--- src/rtl/uart_vga_writer.sv ---
// uart_vga_writer: turns a framed UART byte stream into whole-row writes on
// the display RAM. A row is buffered in full and only committed to the RAM
// after its checksum matches, so the screen never shows a torn or corrupt row.
// Frame: HEADER, row, BYTES data bytes, checksum (row ^ all data bytes).
module uart_vga_writer #(
    parameter logic [7:0] HEADER  = 8'hA5,
    parameter int         BYTES   = 20,
    parameter int         ROWS    = 46,
    parameter int         TIMEOUT = 100000
) (
    input  logic        clk,
    input  logic        rst,            // asynchronous, active low
    input  logic [7:0]  rx_data,
    input  logic        rx_valid,
    output logic        rx_ready,
    output logic [31:0] write_address,
    output logic [7:0]  ram_in,
    output logic        we,
    output logic        frame_ok,
    output logic        frame_err,
    output logic        busy
);

    // k counts up to BYTES (one past the last index) during the commit
    localparam int KW = $clog2(BYTES + 1);
    localparam int AW = (BYTES > 1) ? $clog2(BYTES) : 1;

    typedef enum logic [2:0] {
        ST_IDLE,
        ST_ROW,
        ST_DATA,
        ST_CHK,
        ST_WRITE
    } state_t;

    state_t        state_q, state_d;
    logic [KW-1:0] k_q, k_d;
    logic [7:0]    row_q, row_d;
    logic [7:0]    chk_q, chk_d;
    logic [31:0]   tmo_q, tmo_d;

    logic [31:0]   addr_q, addr_d;
    logic [7:0]    ram_in_q, ram_in_d;
    logic          we_q, we_d;
    logic          ok_q, ok_d;
    logic          err_q, err_d;
    logic          busy_q, busy_d;
    logic          rx_ready_q, rx_ready_d;

    // Row staging buffer; contents are don't-care until a frame fills it
    logic [7:0]    row_buf_q [BYTES];
    logic          buf_we;

    logic          accept;
    logic [31:0]   row_base;
    logic [AW-1:0] buf_idx;

    assign accept   = rx_valid && rx_ready_q;
    assign row_base = 32'(row_q) * 32'(BYTES);
    assign buf_idx  = k_q[AW-1:0];

    // Next-state and registered-output computation for the frame parser
    always_comb begin
        state_d  = state_q;
        k_d      = k_q;
        row_d    = row_q;
        chk_d    = chk_q;
        tmo_d    = 32'd0;
        addr_d   = addr_q;
        ram_in_d = ram_in_q;
        we_d     = 1'b0;
        ok_d     = 1'b0;
        err_d    = 1'b0;
        buf_we   = 1'b0;

        case (state_q)
            ST_IDLE: begin
                // anything other than the header is dropped silently
                if (accept && rx_data == HEADER) begin
                    state_d = ST_ROW;
                end
            end

            ST_ROW: begin
                if (accept) begin
                    if (rx_data >= 8'(ROWS)) begin
                        state_d = ST_IDLE;
                        err_d   = 1'b1;
                    end else begin
                        row_d   = rx_data;
                        chk_d   = rx_data;
                        k_d     = '0;
                        state_d = ST_DATA;
                    end
                end
            end

            ST_DATA: begin
                // header value is ordinary payload here: no mid-frame resync
                if (accept) begin
                    buf_we = 1'b1;
                    chk_d  = chk_q ^ rx_data;
                    k_d    = k_q + KW'(1);
                    if (k_q == KW'(BYTES - 1)) begin
                        state_d = ST_CHK;
                    end
                end
            end

            ST_CHK: begin
                if (accept) begin
                    if (rx_data == chk_q) begin
                        // first write goes out on the very next cycle, so
                        // buffer entry 0 is issued here and k points at 1
                        state_d  = ST_WRITE;
                        we_d     = 1'b1;
                        addr_d   = row_base;
                        ram_in_d = row_buf_q[0];
                        k_d      = KW'(1);
                    end else begin
                        state_d = ST_IDLE;
                        err_d   = 1'b1;
                    end
                end
            end

            ST_WRITE: begin
                if (k_q < KW'(BYTES)) begin
                    we_d     = 1'b1;
                    addr_d   = row_base + 32'(k_q);
                    ram_in_d = row_buf_q[buf_idx];
                    k_d      = k_q + KW'(1);
                end else begin
                    ok_d    = 1'b1;
                    k_d     = '0;
                    state_d = ST_IDLE;
                end
            end

            default: begin
                state_d = ST_IDLE;
            end
        endcase

        // Inter-byte watchdog: only runs while a frame is being received
        if ((state_q == ST_ROW || state_q == ST_DATA || state_q == ST_CHK) && !accept) begin
            if (tmo_q + 32'd1 >= 32'(TIMEOUT)) begin
                state_d = ST_IDLE;
                err_d   = 1'b1;
                tmo_d   = 32'd0;
            end else begin
                tmo_d = tmo_q + 32'd1;
            end
        end

        // status outputs are registered from the state being entered
        rx_ready_d = (state_d != ST_WRITE);
        busy_d     = (state_d != ST_IDLE);
    end

    // State, counters and all outputs; reset stops any commit at once
    always_ff @(posedge clk or negedge rst) begin
        if (!rst) begin
            state_q    <= ST_IDLE;
            k_q        <= '0;
            row_q      <= 8'd0;
            chk_q      <= 8'd0;
            tmo_q      <= 32'd0;
            addr_q     <= 32'd0;
            ram_in_q   <= 8'd0;
            we_q       <= 1'b0;
            ok_q       <= 1'b0;
            err_q      <= 1'b0;
            busy_q     <= 1'b0;
            rx_ready_q <= 1'b1;
        end else begin
            state_q    <= state_d;
            k_q        <= k_d;
            row_q      <= row_d;
            chk_q      <= chk_d;
            tmo_q      <= tmo_d;
            addr_q     <= addr_d;
            ram_in_q   <= ram_in_d;
            we_q       <= we_d;
            ok_q       <= ok_d;
            err_q      <= err_d;
            busy_q     <= busy_d;
            rx_ready_q <= rx_ready_d;
        end
    end

    // Row buffer fill, one byte per accepted data byte
    always_ff @(posedge clk) begin
        if (buf_we) begin
            row_buf_q[buf_idx] <= rx_data;
        end
    end

    assign rx_ready      = rx_ready_q;
    assign write_address = addr_q;
    assign ram_in        = ram_in_q;
    assign we            = we_q;
    assign frame_ok      = ok_q;
    assign frame_err     = err_q;
    assign busy          = busy_q;

endmodule

--- config.mk ---
export PLATFORM = sky130hd
export DESIGN_NAME = uart_vga_writer
export DESIGN_NICKNAME = d
export VERILOG_FILES = /design/src/rtl/uart_vga_writer.sv
export SDC_FILE = /design/constraint.sdc
export NUM_CORES = 1
export LEC_CHECK = 0
export BUFFER_PORTS_ARGS = -buffer_cell sky130_fd_sc_hd__buf_2
export CORE_UTILIZATION = 55
export DETAILED_ROUTE_END_ITERATION = 8
export PLACE_DENSITY = 0.74
export SYNTH_ARGS = -nofsm -noshare
export SYNTH_HDL_FRONTEND = slang
export SYNTH_SLANG_ARGS = --single-unit
--- constraint.sdc ---
create_clock -name clk -period 2.7 [get_ports clk]
set_input_delay 0.54 -clock clk [delete_from_list [all_inputs] [get_ports clk]]
set_output_delay 0.54 -clock clk [all_outputs]
set_load 0.005 [all_outputs]
Yosys cells after proc, flatten, opt, wreduce, memory -nomap -nowiden --
Memory sizes are Yosys's and may differ from the RTL's. Cells that the tools add are included.
Storage, ports and cells: RAM bits 160, memories kept 1, output and inout port bits 45, register bits 101, word-level logic and storage cells 100, input port bits 11
Cells by class: mux-type cells 49, eq/ne operators 14, bitwise operators 2, $lt $le $gt $ge 3, add/sub/neg operators 3, $mul 1, reductions and logical operators 15
Memory list:
- row_buf_q | depth 20, bits a word 8, read ports 2, clocked after Yosys merged registers in 0, wr ports 1, line 51 | logic [7:0] row_buf_q [BYTES];
Operators by type and width (count):
- $mux 32 | 5
- $pmux 32 s2 | 1
- $mux 8 | 6
- $add 32x1->32 const B | 1
- $ge 32x17->1 const B | 1
- $pmux 8 s2 | 2
- $mux 5 | 6
- $mux 3 | 9
- $pmux 5 s4 | 1
- $mux 1 | 15
- $pmux 3 s5 | 1
- $add 13x5->14 | 1
- $ne 2x2->1 const B | 6
- $mul 8x3->11 const B | 1
- $eq 8x8->1 | 1
- $eq 8x8->1 const B | 1
- $ge 8x6->1 const B | 1
- $reduce_and 4->1 | 2
- $xor 8x8->8 | 1
- $eq 3x2->1 const B | 2
- $reduce_and 6->1 | 1
- $add 5x1->5 const B | 1
- $eq 5x5->1 const B | 1
- $lt 5x5->1 const B | 1
- other kinds (14) | 19

Logic depth before layout (Yosys ltp) --
word-level depth 7, mapped depth 10, gate-level depth less buffers 10

Worst setup path before layout --
No wires, ideal clock.
path kind flip-flop to flip-flop, start point reg row_q[3], end point reg addr_q[11], in the netlist write_address[11], data arrival time 2.562 ns, buffers on the path 0, period minus slack after synthesis 2.686 ns, data required time 2.575 ns, stages on the path, launching flop included 11, path slack 0.014 ns, setup time 0.125 ns, cells stage by stage dfrtp_1 > ha_1 > ha_1 > fa_1 > a21o_1 > a21oi_1 > xnor2_1 > nand2_1 > nor4bb_1 > xnor2_1 > mux2_2
On the way: word-level cells in the longest chain between the ends 4
Ends and longest elaborated chain:
- from (decl) | line 38 | logic [7:0] row_q, row_d;
- from (signal assigned) | line 179 | row_q <= row_d;
- $mul 8x3->11 (*) | line 59 | assign row_base = 32'(row_q) * 32'(BYTES);
- $add 13x5->14 / $mux 32 (equally long branches) | line 130, 112
- $mux 32 (on tied branches) | line 128, 111
- $pmux 32 s2 (*) | line 76 | case (state_q)
- to (signal assigned) | line 182 | addr_q <= addr_d;
- to (decl) | line 42 | logic [31:0] addr_q, addr_d;
Mark *: on every way between the ends. The rest lies on a longest branch, timed or not. The select of a mux whose other input is x is not followed. A chain may end at the register's enable or synchronous reset.

Worst setup path after layout --
Ends and elaborated chain as after synthesis.

==> out/metrics.yaml <==
timing:
  slew_viol_final: 0
  timing.final.ws_setup_ns: 0.0345
  tightest_slew_ns: 0.789
  whs_ns: 0.110
  max_slew_margin_pct: 47.2
  setup_viol: 0
  max_freq_mhz: 375
  clock_skew_ns: 0.0205
  hold_viol: 0
  fin_crit_sh_pct: 98.7
  rsz0062_at_grt: "true"
  post-route-min-period_ns: 2.67
  setup_tns_ns: 0
finish:
  fin_cells: 1184
  fillers: 1369
  syn2layout_area_growth_pct: 15.0
  insertedDiodeCount: 0
  nets: 935
  ff_latch_area_mm2: 0.00688
  drive_gt1_share_pct: 25.6
  multiInputGateArea_mm2: 0.00411
cts:
  cts_root_buffer: "clkbuf_16"
  cts_made_buffers: 25
  clk_latency_ns: 0.54
  cts_buffer_depth: 3
  cts.clk_slew.worst_paths_ns: 0.06
  cts_tree: "done"
  htreeDepth: 1
  numClockSinks: 243
  cts_setup_buffers: 0
detailed_routing:
  firstDrtPassIters: 5
  wl_per_cell_um: 20.4
  drt-total-wl_mm: 24.2
  viasPerCell: 6.04
  drc: 0
  drtAntennaViolNets: 0
  drt_iter0_drc: 768
  num_vias: 7154
global_routing:
  met2_usage_pct: 40.1
  grt_use_met1_pct: 34.2
  met3_usage_pct: 3.18
  grtUsageTotal_pct: 24.4
  grt_pass1_wl_mm: 38.4
  antenna_found_initial: 0
  grt_pass1_vias: 7087
  grt_max_degree: 63
  overflow: 0
  busiest_layer: "met2"
synthesis:
  synth_common_cells: "edfxtp_1, dfrtp_1, nand2_1"
  ys_warn_count: 0
  avgSynthCellArea_um2: 13.9
  synthArstFlopShare_pct: 34.2
  yosys-top-cells-area: "edfxtp_1, dfrtp_1, mux4_2, ha_1, a21oi_1"
  ys.flop_type: "edfxtp_1"
  ys_seq_area_share_pct: 61.6
  synthCells: 802
  synth_seq_cells: 243
  yosysMostFrequentCell: "edfxtp_1"
  synth_cell_types: 78
  yosys.area.top_type: "edfxtp_1"
  netlist_area_mm2: 0.0112
  synth_edf_count: 160
  yosys.area.top_type_share_pct: 43.0
critical_path:
  crit_chain: "ha_1 > ha_2 > fa_2 > a21o_1 > a21oi_4 > buf_4 > o21bai_1 > a21oi_1 > xor2_1 > xnor2_1 > mux2_2"
  cp-end-kind: "register"
  arrival_ns: 3.07
  reg2reg_slack_ns: 0.03
  critPathBufInv: 1
  cp_max_fo: 2
  worstSetupPathType: "register to register"
  r2r_end: "write_address[11]$_DFFE_PN0P_"
  worst-path-stages: 11
  cp-endpoint: "write_address[11]$_DFFE_PN0P_"
  critPathMaxStageDelay_ns: 0.38
  r2r.worst_path.cells: 11
  worstPathRequired_ns: 3.11
  setup.worst_path.start: "row_q[3]$_DFFE_PN0P_"
  critPathSlowestCell: "dfrtp_1"
  cpLargestDelayFamily: "adder cells"
  cp-start-kind: "register"
  r2r_start: "row_q[3]$_DFFE_PN0P_"
placed_design:
  dp_hpwl_mm: 16.4
  port_buffers: 37
  place.gp.congestion: 0.873
  dp.cells: 1140
  pre_cts_slack_ns: -0.153
pwr:
  ir_worst_vdd_mv: 0.382
  p_int_mw: 6.12
  seqPwrFrac_pct: 52.1
  total_power_mw: 7.75
  powerDensity_mw_per_mm2: 603
  netSwitchingFraction_pct: 21.0
  switchingPower_mw: 1.62
  clkPwrFrac_pct: 43.6
  leakage_nw: 4.75
  combPwrFrac_pct: 4.4
job:
  drv_cap: 0
floorplan:
  fp.dieArea_mm2: 0.0209
  die_h_um: 145
  ios: 56
  num_rows: 51
  die_x_um: 145
  core_area_mm2: 0.0197
  start_util_pct: 56.7
hold_path:
  worstHoldPathType: "input port to async pin"
outcome:
  status: "complete, no violations"
## kinds of logic (layout without fill, tap and decap cells)
family	count (synthesis)	in the layout	share of synthesized area [%]
simple gates	232	232	11.8
mux	58	58	9.95
fa+ha+maj	22	22	2.60
compound gates	141	141	7.85
xor+xnor	38	38	2.98
flops	243	243	61.6
other cells	1	33	0.0336
buf+inv	67	152	3.17
## stage by stage
stage / utilization [%] / instance area (um^2)
after floorplan: - / 11300
after CTS: 65.0 / 12800
final: 65.2 / 12900
after detailed placement: 60.8 / 12000
after global routing: 65.2 / 12900
after global placement: 60.8 / 12000
## cell usage in the layout, fill, tap and decap left out, types with 5 or more instances in the layout
master	synthesis	layout
xor2_1	15	15
a21oi_1	47	45
clkbuf_16	0	25
ha_1	20	18
or3_1	8	8
nor2b_1	7	7
nand3_1	28	28
clkinv_2	0	6
a22oi_1	8	8
buf_2	6	36
nand4_1	10	10
inv_1	13	13
xnor2_1	23	22
dfrtp_1	82	81
buf_4	19	54
nor3_1	13	13
and2_1	5	5
o21ai_0	45	45
o21a_1	5	5
nor3_2	16	16
conb_1	1	33
nor2_1	45	45
mux2_2	14	14
edfxtp_1	160	160
nand2_1	60	60
mux4_2	41	41
## repair_timing
| action | in CTS | in global routing |
|---|---|---|
| setup endpoints to repair | 2 | 22 |
| hold buffers | 0 | 0 |
| gates resized for setup | 7 | 6 |
| pin swaps | 4 | 1 |
| cloned | 0 | 0 |
## area by class of cell
class,count,area share (%)
multi-input combinational,524,32.0
timing repair buffer,94,5.18
clock inverter,12,0.983
inverter,14,0.409
sequential,243,53.6
tap,265,2.58
clock buffer,32,5.31
## sequential cells by signal (all words and copies together), names as in the netlist
name	count
row_buf_q	160
tmo_q	32
write_address	14
chk_q	8
ram_in	8
row_q	8
buf_idx	5
state_q	3
busy	1
frame_err	1
frame_ok	1
rx_ready	1
we	1
## how the worst min path moves through the flow
stage | to | slack [ns] | cells past startpoint
after floorplan | buf_idx[0]$_DFFE_PN0P_ | 0.24 | 0
after global placement | write_address[4]$_DFFE_PN0P_ | 0.46 | 2
after detailed placement | write_address[0]$_DFFE_PN0P_ | 0.46 | 2
after CTS | write_address[10]$_DFFE_PN0P_ | 0.12 | 1
after global routing | write_address[6]$_DFFE_PN0P_ | 0.17 | 1
final | write_address[10]$_DFFE_PN0P_ | 0.11 | 1
## routing by layer
| layer | vias to the layer above | routed length (um) |
|---|---|---|
| li1 | 3202 | - |
| met3 | 47 | 1610 |
| met4 | 0 | 567 |
| met5 | - | 0 |
| met1 | 3593 | 10300 |
| met2 | 312 | 11700 |
## power by group through the flow
stage                     clock (mW)  sequential (mW)  combinational (mW)
after floorplan                    0             4.10               0.207
after global placement             0             4.10               0.329
after detailed placement           0             4.11               0.339
after CTS                       3.42             4.03               0.341
after global routing            3.57             4.03               0.371
final                           3.38             4.03               0.338
Note: power is estimated with default switching activity, not from simulation.
